==> src/rtl/uart_pkg.sv <==
// Shared definitions for the UART receiver: FSM state encoding and bit-timing helpers.
package uart_pkg;

  typedef enum logic [2:0] {
    IDLE      = 3'd0,
    START     = 3'd1,
    DATA      = 3'd2,
    PARITY    = 3'd3,
    STOP      = 3'd4,
    WAIT_IDLE = 3'd5
  } uart_rx_state_t;

  // Clocks per bit period.
  function automatic int unsigned pulse_width(input int unsigned clk_freq,
                                              input int unsigned baud_rate);
    return clk_freq / baud_rate;
  endfunction

  // Width needed to count 0..n-1; never narrower than one bit.
  function automatic int unsigned cnt_width(input int unsigned n);
    return (n > 1) ? $clog2(n) : 1;
  endfunction

endpackage

==> src/rtl/uart_sync2.sv <==
// Two-flop synchronizer for asynchronous inputs; resets to 1 (idle level of a UART line).
module uart_sync2 (
  input  logic clk,
  input  logic rstn,
  input  logic d_i,
  output logic q_o
);

  logic meta_q;
  logic sync_q;

  always_ff @(posedge clk or negedge rstn) begin
    if (!rstn) begin
      meta_q <= 1'b1;
      sync_q <= 1'b1;
    end else begin
      meta_q <= d_i;
      sync_q <= meta_q;
    end
  end

  assign q_o = sync_q;

endmodule

==> src/rtl/uart_rx.sv <==
// 8N1 UART receiver with valid/ready output; even-parity frames when UART_RX_PARITY_EN is defined.
module uart_rx #(
  parameter int unsigned DATA_WIDTH = 8,
  parameter int unsigned BAUD_RATE  = 9600,
  parameter int unsigned CLK_FREQ   = 100_000_000
) (
  input  logic                  clk,
  input  logic                  rstn,
  input  logic                  sig,
  output logic [DATA_WIDTH-1:0] data,
  output logic                  valid,
  input  logic                  ready,
  output logic                  busy,
  output logic                  frame_err,
  output logic                  overrun,
  output logic                  parity_err
);

  import uart_pkg::*;

  localparam int unsigned PulseWidth = pulse_width(CLK_FREQ, BAUD_RATE);
  localparam int unsigned CntW       = cnt_width(PulseWidth);
  localparam int unsigned IdxW       = cnt_width(DATA_WIDTH);

  localparam logic [CntW-1:0] CntFull = CntW'(PulseWidth - 1);
  localparam logic [CntW-1:0] CntHalf = CntW'(PulseWidth / 2 - 1);
  localparam logic [IdxW-1:0] IdxLast = IdxW'(DATA_WIDTH - 1);

  logic sig_s;

  uart_sync2 u_sync (
    .clk  (clk),
    .rstn (rstn),
    .d_i  (sig),
    .q_o  (sig_s)
  );

  uart_rx_state_t        state_q, state_d;
  logic [CntW-1:0]       cnt_q, cnt_d;
  logic [IdxW-1:0]       idx_q, idx_d;
  logic [DATA_WIDTH-1:0] shift_q, shift_d;
  logic [DATA_WIDTH-1:0] data_q, data_d;
  logic                  valid_q, valid_d;
  logic                  frame_err_q, frame_err_d;
  logic                  overrun_q, overrun_d;

  logic frame_good;
  logic frame_bad;

`ifdef UART_RX_PARITY_EN
  logic par_q, par_d;
  logic par_bad;
  logic parity_err_q, parity_err_d;
`endif

  // Receive FSM: half-bit into START lands every later sample mid-bit.
  always_comb begin
    state_d    = state_q;
    cnt_d      = cnt_q;
    idx_d      = idx_q;
    shift_d    = shift_q;
    frame_good = 1'b0;
    frame_bad  = 1'b0;
`ifdef UART_RX_PARITY_EN
    par_d      = par_q;
    par_bad    = 1'b0;
`endif
    unique case (state_q)
      IDLE: begin
        if (!sig_s) begin
          state_d = START;
          cnt_d   = '0;
        end
      end
      START: begin
        if (cnt_q == CntHalf) begin
          cnt_d   = '0;
          idx_d   = '0;
          state_d = sig_s ? IDLE : DATA;
        end else begin
          cnt_d = cnt_q + CntW'(1);
        end
      end
      DATA: begin
        if (cnt_q == CntFull) begin
          cnt_d          = '0;
          shift_d[idx_q] = sig_s;
          if (idx_q == IdxLast) begin
`ifdef UART_RX_PARITY_EN
            state_d = PARITY;
`else
            state_d = STOP;
`endif
          end else begin
            idx_d = idx_q + IdxW'(1);
          end
        end else begin
          cnt_d = cnt_q + CntW'(1);
        end
      end
`ifdef UART_RX_PARITY_EN
      PARITY: begin
        if (cnt_q == CntFull) begin
          cnt_d   = '0;
          par_d   = sig_s;
          state_d = STOP;
        end else begin
          cnt_d = cnt_q + CntW'(1);
        end
      end
`endif
      STOP: begin
        if (cnt_q == CntFull) begin
          cnt_d = '0;
          if (!sig_s) begin
            // Framing error wins over a parity mismatch.
            frame_bad = 1'b1;
            state_d   = WAIT_IDLE;
          end else begin
            state_d = IDLE;
`ifdef UART_RX_PARITY_EN
            if ((^shift_q) != par_q) begin
              par_bad = 1'b1;
            end else begin
              frame_good = 1'b1;
            end
`else
            frame_good = 1'b1;
`endif
          end
        end else begin
          cnt_d = cnt_q + CntW'(1);
        end
      end
      WAIT_IDLE: begin
        if (sig_s) begin
          state_d = IDLE;
        end
      end
      default: begin
        state_d = IDLE;
      end
    endcase
  end

  // Output holding register: a word arriving while the old one is unconsumed is dropped.
  always_comb begin
    data_d      = data_q;
    valid_d     = valid_q;
    overrun_d   = 1'b0;
    frame_err_d = frame_bad;
    if (valid_q && ready) begin
      valid_d = 1'b0;
    end
    if (frame_good) begin
      if (!valid_q || ready) begin
        data_d  = shift_q;
        valid_d = 1'b1;
      end else begin
        overrun_d = 1'b1;
      end
    end
  end

`ifdef UART_RX_PARITY_EN
  assign parity_err_d = par_bad;
`endif

  always_ff @(posedge clk or negedge rstn) begin
    if (!rstn) begin
      state_q     <= IDLE;
      cnt_q       <= '0;
      idx_q       <= '0;
      shift_q     <= '0;
      data_q      <= '0;
      valid_q     <= 1'b0;
      frame_err_q <= 1'b0;
      overrun_q   <= 1'b0;
    end else begin
      state_q     <= state_d;
      cnt_q       <= cnt_d;
      idx_q       <= idx_d;
      shift_q     <= shift_d;
      data_q      <= data_d;
      valid_q     <= valid_d;
      frame_err_q <= frame_err_d;
      overrun_q   <= overrun_d;
    end
  end

`ifdef UART_RX_PARITY_EN
  always_ff @(posedge clk or negedge rstn) begin
    if (!rstn) begin
      par_q        <= 1'b0;
      parity_err_q <= 1'b0;
    end else begin
      par_q        <= par_d;
      parity_err_q <= parity_err_d;
    end
  end

  assign parity_err = parity_err_q;
`else
  assign parity_err = 1'b0;
`endif

  assign data      = data_q;
  assign valid     = valid_q;
  assign busy      = (state_q != IDLE);
  assign frame_err = frame_err_q;
  assign overrun   = overrun_q;

endmodule

==> config.mk <==
export PLATFORM = sky130hd
export DESIGN_NAME = uart_rx
export DESIGN_NICKNAME = d
export VERILOG_FILES = /design/src/rtl/uart_pkg.sv /design/src/rtl/uart_sync2.sv /design/src/rtl/uart_rx.sv
export SDC_FILE = /design/constraint.sdc
export NUM_CORES = 1
export LEC_CHECK = 0
export BUFFER_PORTS_ARGS = -buffer_cell sky130_fd_sc_hd__buf_4
export CAP_MARGIN = 20
export CELL_PAD_IN_SITES_DETAIL_PLACEMENT = 0
export CELL_PAD_IN_SITES_GLOBAL_PLACEMENT = 1
export CORE_MARGIN = 5
export CORE_UTILIZATION = 44
export CTS_BUF_LIST = sky130_fd_sc_hd__clkbuf_4 sky130_fd_sc_hd__clkbuf_8
export CTS_CLUSTER_DIAMETER = 50
export CTS_CLUSTER_SIZE = 20
export DETAILED_ROUTE_END_ITERATION = 12
export HOLD_SLACK_MARGIN = 0.15
export PLACE_DENSITY = 0.78
export SYNTH_ARGS = -nofsm -noshare
export SYNTH_HDL_FRONTEND = slang
export SYNTH_SLANG_ARGS = --single-unit
==> constraint.sdc <==
create_clock -name clk -period 2.1 [get_ports clk]
set_clock_uncertainty 0.15 [all_clocks]
set_input_delay 0.315 -clock clk [delete_from_list [all_inputs] [get_ports clk]]
set_output_delay 0.315 -clock clk [all_outputs]
set_load 0.05 [all_outputs]
==> qor.csv <==
metric;value;unit
max-cap-violations;0;
peak_supply_drop;0.2550;mV
root_buffer_cell;sky130_fd_sc_hd__clkbuf_8;
die_area;6279;µm²
power-per-cell-area;482.5;nW/µm²
leakage;1.245;nW
worst_slew_pin_slew;0.5169;ns
regToRegStartpoint;cnt_q[4]$_DFFE_PN0P_;
core_area;4692;µm²
peak_fanout_along_the_critical_path;4;
yosysWarnings;0;
endpoint_kind;flop;
synth.cell_area;2110;µm²
finalHoldViolCount;0;
ys_async_sr_fraction;100.0;%
tritoncts_num_sinks;41;
setup_viol;3;
std_cell_rows;25;
first_pass_iters;4;
port_buffers;15;
totalWireLength;4836;µm
failed_checks;setup timing;
finalNonFillerCells;299;
syn2layout_area_growth;31.08;%
maxSlewViolCount;0;
initialDrtViolationCount;137;
overflow;0;
die_height;79.24;µm
post_synth.cell_area_avg;10.82;µm²
worst-setup-path-type;flop to flop;
synth_most_common_cell;sky130_fd_sc_hd__dfrtp_1;
boundaryPins;17;
htree_num_levels;2;
final_critical_path_setup_slack;-0.04063;ns
grt_antenna_before_repair;0;
pin_count_of_the_biggest_net_entering_global_routing;42;
via_count_of_the_routed_design;1710;
hold_start;ready;
rsz0062_at_grt;yes;
vias_per_cell;5.719;
crit_buf_inv;0;
critical_path.slowest_cell;sky130_fd_sc_hd__or3_4;
antenna_diode_count;0;
synth-seq-cells;41;
synthDistinctLibCells;55;
totalNegativeSetupSlack;-0.09382;ns
yosysSeqAreaShare;48.75;%
synth_largest_type_area_fraction;46.26;%
first_global_vias;1636;
worstPathCellList;nor4b_4 > nand4_4 > or3_4 > nor3b_4 > mux2_4;
relSlewSlack;65.54;%
layout-drive-gt1-share;43.67;%
cell_type_contributing_the_most_total_cell_area_after_synthesis;sky130_fd_sc_hd__dfrtp_1;
horizontal_extent_of_the_die;79.24;µm
antenna_violating_nets_post_route;0;
cts_max_path_buffers;2;
post_synth_most_frequent_cells;39 x sky130_fd_sc_hd__dfrtp_1, 17 x sky130_fd_sc_hd__mux2_2, 12 x sky130_fd_sc_hd__nand2_1, 12 x sky130_fd_sc_hd__nor3_1;
worst_setup_path_startpoint;cnt_q[4]$_DFFE_PN0P_;
setup.worst_path.start_class;flop;
fmax;467.2;MHz
grt_pass1_wl;8010;µm
gpl.final_weighted_congestion;0.8431;
period_share;101.9;%
hp-class;input pin to flop;
timing.critical_path.max_delay_family;simple AND/OR/NAND/NOR gates;
average_detailed_routed_wire_length_per_instance;16.17;µm
worst_setup_hold_path_clk_slew;0.08;ns
dpl.cell_count;281;
worst_case_setup_slack_after_placement;-0.1267;ns
initial_utilization;44.96;%
postSynthNetCount;202;
critical-path-max-stage-delay;0.44;ns
tritoncts;done;
critPathRequiredTime;2.13;ns
cts_made_buffers;5;
ys_top_cells_by_area;sky130_fd_sc_hd__dfrtp_1 46%, sky130_fd_sc_hd__mux2_2 9.1%, sky130_fd_sc_hd__nor3_1 2.8%;
synthFlopType;sky130_fd_sc_hd__dfrtp_1;
status;finished, violations left;
final_critical_delay_including_setup_and_external_delays;2.141;ns
post_synth_edffs;0;
fin_nets;251;
worst-endpoint-arrival;2.17;ns
remaining_drc_errors;0;
clock_network_latency_to_the_later_pin_of_the_worst_skew_pair;0.29;ns
netlist_instances;195;
dp_hpwl;3327;µm
combined_global_route_utilization_of_all_metal_layers;16.34;%
report_power, final:
part,switching (mW),internal (mW)
logic,0.0250,0.00836
clock network,0.279,0.229
registers,0.000916,0.792
registers in the layout, indices dropped and copies added (netlist names):
signal         count
state_q            3
frame_err          1
shift_q            8
data               8
idx_q              3
u_sync.meta_q      1
overrun            1
valid              1
u_sync.q_o         1
cnt_q             14
cells by family (layout without fill, tap and decap cells):
logic type	count (synthesis)	after routing	synth area share, %
and+or+nand+nor	70	70	20.88
muxes	18	18	9.549
other	1	1	0.1778
adders and majority gates	3	3	1.780
DFF	41	41	48.75
buffers and inverters	19	69	4.092
AOI/OAI and AO/OA	40	40	13.52
xor gates and xnor gates	3	3	1.246
what timing repair did:
| action | in CTS | in global routing |
|---|---|---|
| setup endpoints to repair | 13 | 27 |
| gates resized for setup | 5 | 28 |
| endpoints found under the hold margin | 40 | 0 |
| gates cloned | 0 | 1 |
| pin swaps | 4 | 18 |
| buffers inserted | 3 | 4 |
| hold buffers | 2 | 0 |
per-layer routing:
metal | global-route usage, % | vias up | wire length [µm]
li1 | - | 813 | -
met1 | 21.88 | 850 | 2140
met2 | 26.43 | 38 | 2439
met3 | 3.855 | 9 | 183
met4 | 4.639 | 0 | 72
met5 | 0 | - | 0
layout by cell type, fill, tap and decap left out, types with 3 or more instances in the layout:
cell                       count
sky130_fd_sc_hd__o21ai_1       4
sky130_fd_sc_hd__clkbuf_8      5
sky130_fd_sc_hd__nand2_1      11
sky130_fd_sc_hd__mux2_4        4
sky130_fd_sc_hd__dfrtp_1      38
sky130_fd_sc_hd__nand3_1      10
sky130_fd_sc_hd__nor3_1        8
sky130_fd_sc_hd__nor2_1        9
sky130_fd_sc_hd__a22o_1        4
sky130_fd_sc_hd__inv_1         9
sky130_fd_sc_hd__o22ai_1       5
sky130_fd_sc_hd__buf_4        45
sky130_fd_sc_hd__mux2_2       13
sky130_fd_sc_hd__o21ai_0       4
sky130_fd_sc_hd__xnor2_1       3
sky130_fd_sc_hd__a31oi_1       3
sky130_fd_sc_hd__nor3_2        4
path summary, 6_finish.rpt:
kind | endpoint | slack (ns) | cells past startpoint
min | overrun$_DFF_PN0_ | 0.17 | 3
min in group asynchronous | valid$_DFF_PN0_ | 0.39 | 2
max | shift_q[4]$_DFFE_PN0P_ | -0.04 | 5
max reg2reg | shift_q[4]$_DFFE_PN0P_ | -0.04 | 5
min reg2reg | u_sync.q_o$_DFF_PN1_ | 0.21 | 0
max in group asynchronous | cnt_q[2]$_DFFE_PN0P_ | 1.03 | 2
worst min-delay path, delay by kind of cell:
family                 cells  cell delay (ns)
AND/OR/NAND/NOR            2             0.19
buffers and inverters      1             0.08
area by class of cell:
| cell class | count | area (µm²) |
|---|---|---|
| clock inverter | 3 | 17.52 |
| tap | 54 | 67.56 |
| timing repair buffer | 52 | 425.4 |
| multi-input combinational | 135 | 1122 |
| fill | 384 | 1927 |
| sequential | 41 | 1030 |
| inverter | 9 | 33.78 |
| clock buffer | 5 | 68.82 |
through the flow:
stage          hold slack, ns  util [%]  instance area [µm²]  total power, mW
2_1_floorplan         -0.1306         -                 2120           0.8186
3_3_place_gp           0.1683     52.72                 2474           0.8392
3_5_place_dp           0.1746     52.72                 2474           0.8395
4_1_cts                0.1673     55.92                 2624            1.351
5_1_grt                0.1915     58.93                 2765            1.399
6_report               0.1715     58.93                 2765            1.334
No activity file was read; power rests on OpenSTA's default activity.
